**src/rtl/keypad_col_decoder.sv**
```systemverilog
// Column-side receiver for a 4x4 matrix keypad. Synchronizes the raw column
// lines, qualifies one key at a time with a debounce window on both press and
// release, and freezes the row scanner while a key is being handled.
module keypad_col_decoder #(
  parameter int unsigned DEB_CYCLES = 16  // must be >= 2
) (
  input  logic       clk,
  input  logic       rst,
  input  logic       scan_tick,
  input  logic [3:0] row,
  input  logic [3:0] col,
  output logic       hold_scan,
  output logic [3:0] key_code,
  output logic       key_valid,
  output logic       key_down
);

  localparam int unsigned CntW = $clog2(DEB_CYCLES + 1);
  localparam logic [CntW-1:0] CntLast = CntW'(DEB_CYCLES - 1);
  localparam logic [CntW-1:0] CntSat  = CntW'(DEB_CYCLES);

  typedef enum logic [1:0] {
    StScan,
    StDebounce,
    StPressed,
    StRelease
  } state_e;

  state_e          state_q, state_d;
  logic [CntW-1:0] cnt_q, cnt_d, cnt_inc;
  logic [1:0]      row_idx_q, row_idx_d;
  logic [1:0]      col_idx_q, col_idx_d;
  logic [3:0]      col_meta_q, col_sync_q;
  logic            hold_q, hold_d;
  logic            valid_q, valid_d;
  logic            down_q, down_d;
  logic [3:0]      code_q, code_d;

  logic            row_ok;
  logic [1:0]      row_dec;
  logic [1:0]      col_dec;
  logic            col_bit;

  // Two-flop synchronizer on the asynchronous column lines.
  always_ff @(posedge clk) begin
    if (rst) begin
      col_meta_q <= 4'b0000;
      col_sync_q <= 4'b0000;
    end else begin
      col_meta_q <= col;
      col_sync_q <= col_meta_q;
    end
  end

  // One-hot row to index; anything else is not a valid scan slot.
  always_comb begin
    row_ok  = 1'b1;
    row_dec = 2'd0;
    case (row)
      4'b0001: row_dec = 2'd0;
      4'b0010: row_dec = 2'd1;
      4'b0100: row_dec = 2'd2;
      4'b1000: row_dec = 2'd3;
      default: row_ok  = 1'b0;
    endcase
  end

  // Lowest-index active column wins when several are high.
  always_comb begin
    col_dec = 2'd3;
    if (col_sync_q[0])      col_dec = 2'd0;
    else if (col_sync_q[1]) col_dec = 2'd1;
    else if (col_sync_q[2]) col_dec = 2'd2;
  end

  assign col_bit = col_sync_q[col_idx_q];
  assign cnt_inc = (cnt_q == CntSat) ? cnt_q : cnt_q + CntW'(1);

  // Next-state logic for the key qualification FSM and registered outputs.
  always_comb begin
    state_d   = state_q;
    cnt_d     = cnt_q;
    row_idx_d = row_idx_q;
    col_idx_d = col_idx_q;
    valid_d   = 1'b0;

    case (state_q)
      StScan: begin
        if (scan_tick && row_ok && (col_sync_q != 4'b0000)) begin
          row_idx_d = row_dec;
          col_idx_d = col_dec;
          cnt_d     = '0;
          state_d   = StDebounce;
        end
      end
      StDebounce: begin
        if (col_bit) begin
          if (cnt_q == CntLast) begin
            state_d = StPressed;
            valid_d = 1'b1;
          end else begin
            cnt_d = cnt_inc;
          end
        end else begin
          cnt_d   = '0;
          state_d = StScan;
        end
      end
      StPressed: begin
        if (!col_bit) begin
          cnt_d   = '0;
          state_d = StRelease;
        end
      end
      StRelease: begin
        if (!col_bit) begin
          if (cnt_q == CntLast) begin
            cnt_d   = '0;
            state_d = StScan;
          end else begin
            cnt_d = cnt_inc;
          end
        end else begin
          // Bounce during release: back to held, no new strobe.
          cnt_d   = '0;
          state_d = StPressed;
        end
      end
      default: begin
        cnt_d   = '0;
        state_d = StScan;
      end
    endcase

    hold_d = (state_d != StScan);
    down_d = (state_d == StPressed) || (state_d == StRelease);
    code_d = valid_d ? {row_idx_d, col_idx_d} : code_q;
  end

  // State, capture and output registers.
  always_ff @(posedge clk) begin
    if (rst) begin
      state_q   <= StScan;
      cnt_q     <= '0;
      row_idx_q <= 2'd0;
      col_idx_q <= 2'd0;
      hold_q    <= 1'b0;
      valid_q   <= 1'b0;
      down_q    <= 1'b0;
      code_q    <= 4'h0;
    end else begin
      state_q   <= state_d;
      cnt_q     <= cnt_d;
      row_idx_q <= row_idx_d;
      col_idx_q <= col_idx_d;
      hold_q    <= hold_d;
      valid_q   <= valid_d;
      down_q    <= down_d;
      code_q    <= code_d;
    end
  end

  assign hold_scan = hold_q;
  assign key_valid = valid_q;
  assign key_down  = down_q;
  assign key_code  = code_q;

endmodule

```
**config.mk**
```make
export PLATFORM = sky130hd
export DESIGN_NAME = keypad_col_decoder
export DESIGN_NICKNAME = d
export VERILOG_FILES = /design/src/rtl/keypad_col_decoder.sv
export SDC_FILE = /design/constraint.sdc
export NUM_CORES = 1
export LEC_CHECK = 0
export BUFFER_PORTS_ARGS = -buffer_cell sky130_fd_sc_hd__clkbuf_2
export CORE_MARGIN = 2
export CORE_UTILIZATION = 25
export CTS_BUF_LIST = sky130_fd_sc_hd__clkbuf_8
export DETAILED_ROUTE_END_ITERATION = 10
export SETUP_SLACK_MARGIN = 0.02
export SLEW_MARGIN = 20
export SYNTH_ARGS = -nofsm -noshare
export SYNTH_HDL_FRONTEND = slang
export SYNTH_SLANG_ARGS = --single-unit
```
**constraint.sdc**
```tcl
create_clock -name clk -period 2.25 [get_ports clk]
set_clock_uncertainty 0.05 [all_clocks]
set_input_delay 0.1125 -clock clk [delete_from_list [all_inputs] [get_ports clk]]
set_output_delay 0.1125 -clock clk [all_outputs]
set_load 0.005 [all_outputs]
```
* Word-level counts from Yosys, hierarchy flattened
Index checks and enable logic that the tools add are counted.
** Word-level totals
- Memories :: 0
- Latch bits :: 0
- Word-level logic and storage cells :: 63
- Output and inout bits :: 7
- Bits in writable memories :: 0
- Bits in registers :: 26
- ROM bits :: 0
** Cells by class
- Divide/modulo/power cells :: 0
- Reductions and logical operators :: 8
- Add/subtract/negate cells :: 1
- Shifts and indexed selects :: 0
- Magnitude comparators :: 1
- Equality and inequality tests :: 14
- Muxes and demuxes :: 29
- Bitwise operators :: 0
- Multipliers :: 0
** Operators with widths (count)
- 5-bit two-way mux :: 7
- 2-bit two-way mux :: 12
- 5-bit case mux with 4 select lines :: 1
- 2-bit == test (second input constant) :: 4
- 2-bit case mux with 4 select lines :: 1
- 1-bit two-way mux :: 6
- 2-bit case mux with 3 select lines :: 1
- 5-bit by 1-bit adder with 5-bit output (second input constant) :: 1
- 5-bit by 4-bit == test with 1-bit output (second input constant) :: 1
- 5-bit == test (second input constant) :: 1
- 4-bit by 1-bit == test with 1-bit output (second input constant) :: 1
- 4-bit by 2-bit == test with 1-bit output (second input constant) :: 1
- 4-bit by 3-bit == test with 1-bit output (second input constant) :: 1
- 4-bit == test (second input constant) :: 1
- 2-bit != test (second input constant) :: 2
- 4-bit nonzero test :: 1
- 4-bit OR reduction :: 1
- 2-bit by 3-bit < comparator with 1-bit output (second input constant) :: 1
- 3-bit != test (second input constant) :: 1
- 3-bit AND reduction :: 1
- 1-bit binary-select mux with 2-bit select :: 1
- 2-bit by 1-bit == test with 1-bit output (second input constant) :: 1
- 1-bit logical AND :: 2
- 2-bit zero test :: 1
- other kinds (2) :: 2

* Longest topological paths before layout
- Depth in word-level cells :: 9
- Depth in mapped cells :: 8
- Depth with buffers taken out :: 8

* Worst setup path after synthesis
Ideal clock, no wire load.
- Path type :: flip-flop to flip-flop
- From :: register cnt_q[0]
- To :: register cnt_q[4]
- Stages on the path, launching flop included :: 9
- Clock period less this slack :: 2.007 ns
- Slack :: 0.243 ns
- Setup time :: 0.087 ns
- Data required time :: 2.113 ns
- Arrival :: 1.870 ns
- Cells stage by stage :: dfxtp_1 ha_1 and3_1 ha_1 and3b_1 nand2_1 nand2_1 or4_1 o31ai_1
** On the way
- Word-level cells in the longest chain between the ends :: 5
** RTL lines
- start: declaration :: RTL line 30 : logic [CntW-1:0] cnt_q, cnt_d, cnt_inc;
- start signal: assignment :: RTL line 153 : cnt_q <= cnt_d;
- 5-bit by 1-bit adder with 5-bit output or 5-bit == test (tied branches) :: RTL line 77 : assign cnt_inc = (cnt_q == CntSat) ? cnt_q : cnt_q + CntW'(1);
- 5-bit two-way mux :: RTL line 77
- 5-bit two-way mux, on equally long branches :: RTL line 117, 98
- 5-bit two-way mux, on equally long branches :: RTL line 116, 97
- 5-bit case mux with 4 select lines :: RTL line 87 : case (state_q)
Parallel ways exist; a longest one is shown, timed or not. The select of a mux whose other input is x is not followed.
A chain may end at the register's enable or synchronous reset.

* Worst setup path in the final report
- From :: register cnt_q[0]
- To :: register cnt_q[3]
The elaborated chain is that of the path after synthesis.

==> flow_summary.toml <==
[status]
status = "completed"

[global_route]
grt_pass1_vias = 813
grt_pass1_wl_um = 3767
grt_use_total = 0.09020
grt_max_degree = 16
grt-ovfl-total = 0
antenna_found_initial = 0

[floorplanning]
start_util = 0.2641
dieHeight_um = 72.52
design.core.area_um2 = 4444
io_pins = 18
die_area_um2 = 5258
die-width_um = 72.52
row_count = 24

[routing]
drc = 0
post_drt_wl_per_cell_um = 11.00
routed_via_density = 4.756
vias = 956
routed_wl_um = 2212
firstDrtPassIters = 4
drtAntennaViolNets = 0
drt-initial-drc-count = 82

[clock_tree]
cts.path.max_buffers = 2
cts-root-buf = "clkbuf_8"
path_clk_slew_ns = 0.09
cts_max_level = 1
numClockSinks = 25
cts_tree = "built"
clk_latency_ns = 0.27
numCtsBuffers = 3

[sta]
worst_pin_slew_ns = 0.5932
fin_tns_setup_ns = 0
hold_viol_final = 0
whs_ns = 0.1475
maxSlewHeadroom = 0.6021
setup_violations = 0
fmax_ghz = 0.4739
layout_min_cycle_time_ns = 2.110
rsz0062_at_grt = "false"
drv_slew = 0
period_share = 0.9379

[synth]
synth_warnings = 0
synth_commonest_cells = "25 x dfxtp_1, 13 x nor2_1, 8 x nor2b_1"
syn_nets = 141
syn_area_um2 = 1174
synthSimpleGateAreaFrac = 0.2740
synthAdderAreaFrac = 0.04264
yosys_register_bits = 25
synth_top_cell_area_share = 0.4264
ys_seq_area_frac = 0.4264
ys.flop_type = "dfxtp_1"
synth_cell_types = 40
synthCells = 126
syn_area_per_cell_um2 = 9.314
synth_xor_area_frac = 0.01493
synth_edf_count = 0
synth_top_family_by_area = "simple AND/OR/NAND/NOR gates"
yosysMostFrequentCell = "dfxtp_1"
yosys.area.top_type = "dfxtp_1"
synth_area_leaders = "dfxtp_1 43%, ha_1 4.3%, nor2b_1 4.3%"
async_flop_share = 0
synth_compound_area_frac = 0.1269
synthMuxAreaShare = 0.07249

[cells_and_area]
insertedDiodeCount = 0
multi_input_area_um2 = 638.1
syn_to_final_growth_pct = 21.32
ff_latch_area_um2 = 501.7
nets = 165
fillers = 476
drive_above_1_share = 0.2215
instances_no_fill = 201
fin_area_um2 = 1424

[setup_path]
cp-endpoint = "cnt_q[3]"
reg2reg_to = "cnt_q[3]"
crit_top_cell = "ha_1"
max_stage_delay_ns = 0.37
reg2reg_depth = 8
path_cells = "ha_1, and3_1, ha_1, nand2b_4, mux2i_4, nand3_1, or3_1, a31oi_1"
rrSetupSlack_ns = 0.14
cp.arrival_ns = 2.26
path_delay_family = "simple AND/OR/NAND/NOR gates"
end_kind = "flop"
cp_num_cells = 8
worst-setup-path-type = "reg -> reg"
crit_required_ns = 2.40
cp_max_fo = 6
cpMaxStageDelayCell = "or3_1"
rr_startpoint = "cnt_q[0]"
path_buf_inv = 0
cp-start-kind = "flop"
cp-startpoint = "cnt_q[0]"

[pwr]
totalPowerFinal_mw = 0.7947
ir_drop_mv = 0.3271
p_leak_nw = 0.5186
power_density_nw_per_um2 = 558.2

[placed_design]
numPortBuffers = 17
dp_hpwl_um = 1602
dpl_cell_area_um2 = 1311
gp_congestion = 0.7941
dp.cells = 192

[flow_run]
maxCapViolations = 0

[hold_path]
hp-class = "in -> reg"
-- state kept, by name, summed over array words and instances, names as in the netlist --
name,count
col_sync_q,4
col_idx_q,2
hold_scan,1
key_code,4
key_valid,1
state_q,2
cnt_q,5
col_meta_q,4
row_idx_q,2
-- metal layers --
layer / vias to the layer above / part of all wire / global-route usage
met2: 23 / 0.44 / 0.1346
met4: 0 / 0.012 / 0.02469
met1: 429 / 0.50 / 0.1253
li1: 497 / - / -
met5: - / 0 / 0
met3: 7 / 0.047 / 0.02917
-- final cells by class --
class | instances | share of cell area
repair buffers | 25 | 0.1090
multi-input cells | 91 | 0.4482
well taps | 52 | 0.04569
clock inverters | 1 | 0.005272
clock buffers | 3 | 0.02900
inverters | 4 | 0.01054
flip-flops and latches | 25 | 0.3524
-- worst register-to-register path, delay by kind of cell, from the launching register on --
family	cells	cell delay, ns
mux	1	0.19
fa+ha+maj	2	0.42
flops	1	0.35
compound gates	1	0.17
simple gates	4	0.86
-- power by group --
group	internal, mW	switching [mW]
sequential	0.451	0.00599
clock	0.126	0.145
combinational	0.0334	0.0330
-- cells by family after synthesis --
group	after synthesis
adder cells (fa/ha/maj)	4
AND/OR/NAND/NOR	56
buffers and inverters	10
XOR/XNOR	2
multiplexers	6
AO/OA/AOI/OAI	23
flip-flops	25
-- placed cells by master (no fill, tap or decap), types with 4 or more instances in the layout --
cell,synthesis,layout
a211oi_1,5,5
a21oi_1,5,5
buf_4,1,4
clkbuf_2,0,17
dfxtp_1,25,24
dlygate4sd3_1,0,4
inv_1,4,4
mux2i_1,4,4
nand2_1,6,4
nand3_1,7,7
nor2_1,13,13
nor2b_1,8,8
o21ai_0,4,4
-- through the flow --
| stage | worst slack (ns) | util |
|---|---|---|
| 3_3_place_gp | 0.1362 | 0.2950 |
| 3_5_place_dp | 0.06579 | 0.2950 |
| 2_1_floorplan | 0.2432 | - |
| 4_1_cts | 0.03795 | 0.3150 |
| 5_1_grt | 0.01486 | 0.3204 |
| 6_report | 0.1397 | 0.3204 |
-- worst min path at each step --
| stage | startpoint | end | slack, ns | depth (start not counted) |
|---|---|---|---|---|
| after floorplan | rst | col_sync_q[0] | 0.13 | 1 |
| after global placement | col[2] | col_meta_q[2] | 0.27 | 2 |
| after detailed placement | col[0] | col_meta_q[0] | 0.28 | 2 |
| after CTS | rst | col_meta_q[0] | 0.14 | 2 |
| after global routing | rst | col_meta_q[1] | 0.16 | 2 |
| final | rst | col_sync_q[0] | 0.15 | 2 |
-- timing repair --
action | in CTS | in global routing
setup endpoints to repair | 0 | 4
buffers inserted | 0 | 1
hold buffers | 4 | 0
hold endpoints to repair | 4 | 0
resized for setup | 0 | 5
Power figures use the tool's default switching activity.
